<file path="src/rtl/branch_predecode_ras.sv">
// branch_predecode_ras
//   Fetch-stage predecoder for a packet of FETCH_WIDTH MIPS instructions.
//   Finds the first control-flow instruction among the valid slots and
//   computes its static prediction: backward branches taken, direct jumps
//   taken, returns taken from the return address stack. The prediction is
//   registered, so it appears one cycle after the packet is accepted. A
//   circular RAS tracks calls and returns. Its top pointer and occupancy are
//   exported with each prediction so that misprediction repair can restore them.
//
// Ports
//   clk, rst        clock, asynchronous active-high reset
//   fetch_valid     packet present
//   fetch_pc        address of slot 0 (slot i lives at fetch_pc + 4*i)
//   fetch_instr     slot i at bits [32i+31:32i]
//   fetch_mask      per-slot valid
//   stall           hold outputs and RAS, ignore the packet
//   flush           drop the in-flight prediction, RAS unchanged
//   restore_valid   reload RAS top/count from restore_ptr/restore_count
//   pred_*          registered prediction for the last accepted packet
//   pred_ras_ptr    RAS top before that packet's update (checkpoint)
//   pred_ras_count  RAS occupancy before that packet's update (checkpoint)
module branch_predecode_ras #(
    parameter  int FETCH_WIDTH = 2,
    parameter  int RAS_DEPTH   = 8,
    localparam int PTR_W       = $clog2(RAS_DEPTH),
    localparam int SLOT_W      = (FETCH_WIDTH > 1) ? $clog2(FETCH_WIDTH) : 1
) (
    input  logic                      clk,
    input  logic                      rst,
    input  logic                      fetch_valid,
    input  logic [31:0]               fetch_pc,
    input  logic [32*FETCH_WIDTH-1:0] fetch_instr,
    input  logic [FETCH_WIDTH-1:0]    fetch_mask,
    input  logic                      stall,
    input  logic                      flush,
    input  logic                      restore_valid,
    input  logic [PTR_W-1:0]          restore_ptr,
    input  logic [PTR_W:0]            restore_count,
    output logic                      pred_valid,
    output logic [SLOT_W-1:0]         pred_slot,
    output logic [1:0]                pred_kind,
    output logic                      pred_taken,
    output logic [31:0]               pred_target,
    output logic                      pred_ras_miss,
    output logic [PTR_W-1:0]          pred_ras_ptr,
    output logic [PTR_W:0]            pred_ras_count
);

    localparam logic [1:0] KIND_BRANCH = 2'd0;
    localparam logic [1:0] KIND_JUMP_I = 2'd1;
    localparam logic [1:0] KIND_JUMP_R = 2'd2;
    localparam logic [1:0] KIND_RETURN = 2'd3;

    // ------------------------------------------------------------------
    // Instruction classification
    // ------------------------------------------------------------------
    function automatic logic dec_jump_r(input logic [31:0] ins);
        return (ins[31:26] == 6'b000000) && (ins[5:1] == 5'b00100);
    endfunction

    function automatic logic dec_jump_i(input logic [31:0] ins);
        return ins[31:27] == 5'b00001;
    endfunction

    // BEQ/BNE/BLEZ/BGTZ, plus the REGIMM family BLTZ/BGEZ/BLTZAL/BGEZAL
    function automatic logic dec_branch(input logic [31:0] ins);
        return (ins[31:28] == 4'b0001) ||
               ((ins[31:26] == 6'b000001) && (ins[19:17] == 3'b000));
    endfunction

    function automatic logic dec_call(input logic [31:0] ins);
        return (dec_jump_r(ins) && (ins[15:11] == 5'd31)) ||
               (ins[31:26] == 6'b000011) ||
               ((ins[31:26] == 6'b000001) && (ins[20:17] == 4'b1000));
    endfunction

    function automatic logic dec_return(input logic [31:0] ins);
        return ((ins[31:21] == 11'b000000_11111) && (ins[5:0] == 6'b001000)) ||
               (dec_jump_r(ins) && (ins[25:21] == 5'd31));
    endfunction

    function automatic logic [31:0] branch_target(input logic [31:0] pc,
                                                  input logic [31:0] ins);
        logic signed [31:0] offset;
        offset = {{14{ins[15]}}, ins[15:0], 2'b00};
        return pc + 32'd4 + 32'(offset);
    endfunction

    function automatic logic [31:0] jump_target(input logic [31:0] pc,
                                                input logic [31:0] ins);
        logic [31:0] seq_pc;
        seq_pc = pc + 32'd4;
        return {seq_pc[31:28], ins[25:0], 2'b00};
    endfunction

    // Occupancy saturates at RAS_DEPTH; the oldest entry is overwritten.
    function automatic logic [PTR_W:0] sat_inc(input logic [PTR_W:0] count);
        if (count == (PTR_W+1)'(RAS_DEPTH)) begin
            return count;
        end
        return count + (PTR_W+1)'(1);
    endfunction

    // RAS state
    logic [PTR_W-1:0] ras_top;
    logic [PTR_W:0]   ras_count;
    logic [31:0]      ras_mem [RAS_DEPTH];

    // Stage p0: combinational slot selection and target computation
    logic              hit_p0;
    logic [SLOT_W-1:0] slot_p0;
    logic [31:0]       instr_p0;
    logic [31:0]       pc_p0;
    logic              is_call_p0;
    logic              is_ret_p0;
    logic [1:0]        kind_p0;
    logic              taken_p0;
    logic [31:0]       target_p0;
    logic              miss_p0;
    logic [31:0]       link_p0;
    logic [PTR_W-1:0]  top_inc_p0;

    // Lowest-index valid control-flow slot wins
    always_comb begin
        hit_p0   = 1'b0;
        slot_p0  = '0;
        instr_p0 = '0;
        pc_p0    = fetch_pc;
        for (int i = 0; i < FETCH_WIDTH; i++) begin
            if (!hit_p0 && fetch_mask[i] &&
                (dec_branch(fetch_instr[32*i +: 32]) ||
                 dec_jump_i(fetch_instr[32*i +: 32]) ||
                 dec_jump_r(fetch_instr[32*i +: 32]))) begin
                hit_p0   = 1'b1;
                slot_p0  = SLOT_W'(i);
                instr_p0 = fetch_instr[32*i +: 32];
                pc_p0    = fetch_pc + 32'(4 * i);
            end
        end
    end

    always_comb begin
        is_call_p0 = hit_p0 && dec_call(instr_p0);
        is_ret_p0  = hit_p0 && dec_return(instr_p0);
        link_p0    = pc_p0 + 32'd8;
        top_inc_p0 = ras_top + PTR_W'(1);
        kind_p0    = KIND_BRANCH;
        taken_p0   = 1'b0;
        target_p0  = '0;
        miss_p0    = 1'b0;
        if (dec_branch(instr_p0)) begin
            kind_p0   = KIND_BRANCH;
            taken_p0  = instr_p0[15];
            target_p0 = branch_target(pc_p0, instr_p0);
        end else if (dec_jump_i(instr_p0)) begin
            kind_p0   = KIND_JUMP_I;
            taken_p0  = 1'b1;
            target_p0 = jump_target(pc_p0, instr_p0);
        end else if (is_ret_p0) begin
            kind_p0 = KIND_RETURN;
            if (ras_count != '0) begin
                taken_p0  = 1'b1;
                target_p0 = ras_mem[ras_top];
            end else begin
                miss_p0 = 1'b1;
            end
        end else if (dec_jump_r(instr_p0)) begin
            kind_p0 = KIND_JUMP_R;
        end
    end

    // Stage p1: registered prediction and RAS update
    always_ff @(posedge clk or posedge rst) begin
        if (rst) begin
            pred_valid     <= 1'b0;
            pred_slot      <= '0;
            pred_kind      <= '0;
            pred_taken     <= 1'b0;
            pred_target    <= '0;
            pred_ras_miss  <= 1'b0;
            pred_ras_ptr   <= '0;
            pred_ras_count <= '0;
            ras_top        <= '0;
            ras_count      <= '0;
            for (int e = 0; e < RAS_DEPTH; e++) begin
                ras_mem[e] <= '0;
            end
        end else if (restore_valid) begin
            // Repair overrides stall; entry contents stay as they are
            ras_top    <= restore_ptr;
            ras_count  <= restore_count;
            pred_valid <= 1'b0;
        end else if (flush) begin
            pred_valid <= 1'b0;
        end else if (!stall) begin
            if (fetch_valid) begin
                pred_valid     <= hit_p0;
                pred_slot      <= slot_p0;
                pred_kind      <= kind_p0;
                pred_taken     <= taken_p0;
                pred_target    <= target_p0;
                pred_ras_miss  <= miss_p0;
                pred_ras_ptr   <= ras_top;
                pred_ras_count <= ras_count;
                if (is_call_p0 && is_ret_p0) begin
                    // JALR $31,$31: target already read from the old top,
                    // now replace that entry in place
                    ras_mem[ras_top] <= link_p0;
                    if (ras_count == '0) begin
                        ras_count <= (PTR_W+1)'(1);
                    end
                end else if (is_call_p0) begin
                    ras_top             <= top_inc_p0;
                    ras_mem[top_inc_p0] <= link_p0;
                    ras_count           <= sat_inc(ras_count);
                end else if (is_ret_p0 && (ras_count != '0)) begin
                    ras_top   <= ras_top - PTR_W'(1);
                    ras_count <= ras_count - (PTR_W+1)'(1);
                end
            end else begin
                pred_valid <= 1'b0;
            end
        end
    end

endmodule

</file>
<file path="config.mk">
export PLATFORM = sky130hd
export DESIGN_NAME = branch_predecode_ras
export DESIGN_NICKNAME = d
export VERILOG_FILES = /design/src/rtl/branch_predecode_ras.sv
export SDC_FILE = /design/constraint.sdc
export NUM_CORES = 1
export LEC_CHECK = 0
export CAP_MARGIN = 30
export CELL_PAD_IN_SITES_DETAIL_PLACEMENT = 1
export CELL_PAD_IN_SITES_GLOBAL_PLACEMENT = 1
export CORE_AREA = 5 5 191 239
export DETAILED_ROUTE_END_ITERATION = 8
export DIE_AREA = 0 0 196 244
export GPL_TIMING_DRIVEN = 0
export HOLD_SLACK_MARGIN = 0.1
export PLACE_DENSITY_LB_ADDON = 0.1
export SLEW_MARGIN = 20
export SYNTH_ARGS = -nofsm -noshare
export SYNTH_HDL_FRONTEND = slang
export SYNTH_SLANG_ARGS = --single-unit
</file>
<file path="constraint.sdc">
create_clock -name clk -period 10.08 [get_ports clk]
set_input_delay 2.016 -clock clk [delete_from_list [all_inputs] [get_ports clk]]
set_output_delay 2.016 -clock clk [all_outputs]
set_load 0.02 [all_outputs]
</file>
== After elaboration in Yosys (flattened, before gate mapping) ==
Cells that the tools add are included.

* Output and inout bits: 45
* Bits in registers: 308
* Input bits: 111
* Logic and storage cells: 166

* Bitwise operators: 5
* Mux-type cells: 60
* Add/subtract/negate cells: 8
* Order comparisons: 4
* Reductions and logical operators: 46
* Eq/ne operators: 25

{| class="wikitable"
|+ Operators with widths
! kind !! count
|-
| $bwmux W256 || 2
|-
| $mux W256 || 2
|-
| $mux W32 || 11
|-
| $demux W32 S3 || 2
|-
| $bmux W32 S3 || 1
|-
| $add A32 B3 Y32 const B || 2
|-
| $mux W4 || 9
|-
| $add A32 B32 Y32 || 1
|-
| $add A32 B4 Y32 const B || 1
|-
| $mux W1 || 22
|-
| $mux W3 || 7
|-
| $logic_and A1 B1 Y1 || 19
|-
| $eq A6 B1 Y1 const B || 3
|-
| $logic_not A6 Y1 || 3
|-
| $eq A5 B1 Y1 const B || 3
|-
| $eq A5 B3 Y1 const B || 3
|-
| $eq A4 B1 Y1 const B || 3
|-
| $eq A11 B5 Y1 const B || 1
|-
| $eq A5 B5 Y1 const B || 2
|-
| $logic_or A1 B1 Y1 || 10
|-
| $reduce_and A5 Y1 || 2
|-
| $logic_not A3 Y1 || 3
|-
| $eq A4 B4 Y1 const B || 2
|-
| $ge A4 B4 Y1 const B || 2
|-
| other kinds (22) || 32
|}

== Logic depth before layout (Yosys ltp) ==
* Word-level depth: 30
* Depth in mapped cells: 26
* Depth with buffers taken out: 22

== Worst setup path after synthesis ==
No wires, ideal clock.

* Kind: input-to-reg
* From: input fetch_instr[28]
* To: register pred_target[29]
* Setup time: 129 ps
* Data arrival time: 7107 ps
* Path buffers: 5
* Stages: 25
* Required time: 9951 ps
* Slack: 2844 ps
* Path through: or2_1 > a311o_1 > buf_2 > a211oi_2 > buf_2 > buf_1 > a21oi_1 > inv_1 > ha_1 > clkbuf_1 > and2_1 > clkbuf_1 > a22o_1 > a22oi_1 > xnor2_1 > ha_1 > a211o_1 > a211oi_1 > o21ai_0 > a222oi_1 > a21oi_1 > a31oi_1 > xnor2_1 > a221oi_1 > a21oi_1

* Word-level cells in the longest chain between the ends: 19
* Elaborated cells between the ends (all ways): 39
* Those cells by class: add/sub (2); eq/ne (10); mux (8); reduce/logical (19)

{| class="wikitable"
|+ Ends and longest elaborated chain
! item !! line !! text
|-
| start, declared || 32 || <nowiki>input logic [32*FETCH_WIDTH-1:0] fetch_instr,</nowiki>
|-
| branches (longest 18 deep; another with $add A32 B3 Y32) || -- ||
|-
| $mux W32 * || 151 || <nowiki>if (dec_branch(instr_p0)) begin</nowiki>
|-
| end signal, assigned || 201 || <nowiki>pred_target <= target_p0;</nowiki>
|-
| end, declared || 43 || <nowiki>output logic [31:0] pred_target,</nowiki>
|}

Every way passes the cells marked *.
A chain may end at the register's enable or synchronous reset.

== Worst setup path after layout ==
* From: input fetch_instr[26]
* To: register pred_target[29]

The elaborated chain is that of the path after synthesis.

==> results.md <==
- Status: complete, no violations
- Drt pass-1 iters: 5
- Hold Buf Count CTS: 0
- Clk Latency, worst-skew pair: 570 ps
- Max-slew headroom: 29.54%
- Hold Path Origin: pred_kind[1]
- Root Driver: clkbuf_16
- CTS clock-pin slew for the worst setup and hold paths: 60 ps
- Count of buffer and inverter cells on the critical path: 7
- Initial antenna violation count: 0
- Yosys warns: 0
- Finished Layout Cells: 2,466
- # nets final: 2,029
- Max Clock Skew: 16.43 ps
- Total CTS buffers: 31
- Initial core utilization: 41.71%
- CP most frequent cell: a21oi_1
- Synth-to-layout area growth: 19.79%
- Final Max Tran Viols: 0
- Count of cell types in the netlist: 92
- Antenna Nets Post-Route: 0
- Primary FF master, synth: dfrtp_1
- Reg2reg end: ras_mem[27]
- Post-detail-place hpwl: 53.33 mm
- Post-synthesis sequential element count: 308
- Clk buf depth: 3
- Hold crit path type: register to register
- Hold endpoint: pred_kind[1]
- CP max-delay cell: nor4b_2
- CP arrival: 10,280 ps
- Post-Route WL: 69.48 mm
- First-pass GRT wire length: 103.4 mm
- Hold depth: 2
- Async SR Flop Fraction: 100.0%
- Syn_nets: 1,824
- DRT iter0 DRCs: 915
- Die Span Y: 244 µm
- Power per cell area: 135.7 nW/µm²
- Worst path max stage delay: 740 ps
- H-tree depth: 1
- CTS tree: yes
- Critical path capture point type: register
- Critical path launch point type: input port
- DIE WIDTH: 196 µm
- Max VDD drop: 128.2 µV
- Leak Pwr: 9.470 nW
- Worst slew pin tran: 1054 ps
- CORE AREA: 42,970 µm²
- Number of gates resized after cts: 0
- Vias: 15,020
- R2R cell count: 9
- GR Overflow Total: 0
- Ratio of cells with drive above 1 in the final layout: 20.84%
- Vias in the first global route: 16,050
- Setup violators final: 0
- RSZ-0062 raised after global routing: no
- # rows: 85
- Overall Global Routing Usage: 28.28%
- Placed cell count: 2,406
- Mapped Area: 17,920 µm²
- # DRC: 0
- Post-synthesis average cell area: 10.72 µm²
- Tcrit/Tclk final: 97.66%
- Max-Cap Viols: 0
- Period minus WS final: 9845 ps
- Die ar.: 47,820 µm²
- Critical path fanouts, max: 10
- I/O pin total: 156
- CP top delay family: compound AO/OA/AOI/OAI gates
- WP depth: 26
- Worst r2r src: ras_top[1]
- CP required: 10,520 ps
- DR vias/cell: 6.092
- Largest net degree at the start of global routing: 34
- CTS Sinks: 308
- Hold Vio Cnt, Final: 0
- Sequential-to-total area share from yosys stat: 43.01%
- I/O Buffers: 151
- Fillcell total: 4,738
- Setup Buffers After CTS: 0
- Post-synth EDFFs: 0
- WS Path Type: input port to register
- Syn Inst Count: 1,672
- Reg2Reg Setup Slack: 6750 ps
- Final GP Congestion: 0.9455
- DR WL/cell: 28.18 µm
- Fmax: 0.1016 GHz
- TNS Setup: 0 ps
[cell usage after synthesis, types with 6 or more instances]
cell	n	area share, %
a21o_1	15	0.63
a21oi_1	40	1.1
a221oi_1	21	1.0
a22o_1	17	0.83
a22oi_1	146	6.1
a31oi_1	16	0.56
and2_1	13	0.45
and3_1	8	0.28
buf_2	12	0.34
buf_4	19	0.80
clkbuf_1	60	1.3
dfrtp_1	308	43
ha_1	39	2.7
inv_1	27	0.57
mux2_1	11	0.69
mux2_2	248	16
mux2i_1	7	0.39
nand2_1	120	2.5
nand2b_1	8	0.28
nand3_1	27	0.75
nand4_1	42	1.5
nor2_1	92	1.9
nor2b_1	11	0.38
nor3_1	29	0.81
nor3b_1	7	0.29
nor4_1	11	0.38
o21a_1	6	0.25
o21ai_0	54	1.5
o21ai_2	6	0.29
o31ai_1	10	0.42
or3_1	9	0.31
or4_1	6	0.25
xnor2_1	70	3.4
xor2_1	35	1.7
[layout by cell type (no fill, tap or decap), types with 42 or more instances in the layout]
| master | n |
|---|---|
| a22oi_1 | 146 |
| clkbuf_1 | 66 |
| clkdlybuf4s50_1 | 151 |
| dfrtp_1 | 308 |
| mux2_2 | 248 |
| nand2_1 | 120 |
| nand4_1 | 42 |
| nor2_1 | 92 |
| o21ai_0 | 54 |
| xnor2_1 | 70 |
[kinds of logic (layout without fill, tap and decap cells)]
family	count (synthesis)	count (layout)	synth area share [%]
adders and majority gates	41	41	2.947
buffers and inverters	124	352	3.079
other	0	1	0
xor gates and xnor gates	108	108	5.439
muxes	266	266	16.67
DFF	308	308	43.01
and+or+nand+nor	419	419	12.05
AOI/OAI and AO/OA	406	406	16.81
[final cells by class]
type / count / area, µm² / area share (%)
flip-flops and latches: 308 / 7707 / 35.91
repair buffers: 172 / 1803 / 8.399
diodes: 1 / 2.502 / 0.01166
well taps: 565 / 706.9 / 3.293
clock buffers: 47 / 935.9 / 4.360
clock inverters: 9 / 72.57 / 0.3381
inverters: 28 / 108.9 / 0.5071
multi-input cells: 1240 / 9682 / 45.10
plain buffers: 96 / 446.7 / 2.081
[how the worst max path moves through the flow]
stage / from / end / slack (ps)
2_1_floorplan: fetch_instr[28] / pred_target[29] / 2840
3_3_place_gp: fetch_instr[26] / pred_target[29] / -80
3_5_place_dp: fetch_instr[26] / pred_target[29] / -140
4_1_cts: fetch_instr[26] / pred_target[29] / 410
5_1_grt: fetch_instr[26] / pred_target[29] / 50
6_report: fetch_instr[26] / pred_target[29] / 240
[worst min-delay path, delay by kind of cell, from the launching register on]
kind / cells / cell delay [ps]
simple gates: 2 / 100
flops: 1 / 340
[layer usage]
| metal | vias to the layer above | wire [µm] | GRT usage, % |
|---|---|---|---|
| met2 | 395 | 35560 | 51.26 |
| li1 | 6686 | - | - |
| met3 | 104 | 2764 | 2.836 |
| met5 | - | 0 | 0 |
| met4 | 0 | 2468 | 9.162 |
| met1 | 7837 | 28690 | 35.32 |
[power by group]
| part | leakage [nW] | switching [mW] | internal (mW) | total, mW |
|---|---|---|---|---|
| Clock | 0.503 | 0.485 | 0.660 | 1.14 |
| Combinational | 4.72 | 0.297 | 0.179 | 0.476 |
| Sequential | 4.24 | 0.0250 | 1.27 | 1.29 |
[state kept, by name, summed over array words and instances, names as in the netlist]
signal	flops
ras_count	4
pred_valid	1
pred_kind	2
pred_slot	1
pred_ras_ptr	3
pred_taken	1
ras_mem	256
pred_ras_miss	1
pred_ras_count	4
ras_top	3
pred_target	32
[metrics by stage]
stage                     power, mW  hold slack (ps)  area (µm²)  worst slack, ps  utilization (%)
after floorplan               1.553            450.2       17920             2844                -
after global placement        1.764            461.5       20140           -84.34            46.88
after detailed placement      1.784            462.2       20430           -135.2            47.56
after CTS                     2.937            478.0       21440            413.4            49.91
after global routing          3.024            502.9       21460            49.90            49.95
final                         2.913            470.1       21470            235.4            49.96
No activity file was read; power rests on OpenSTA's default activity.
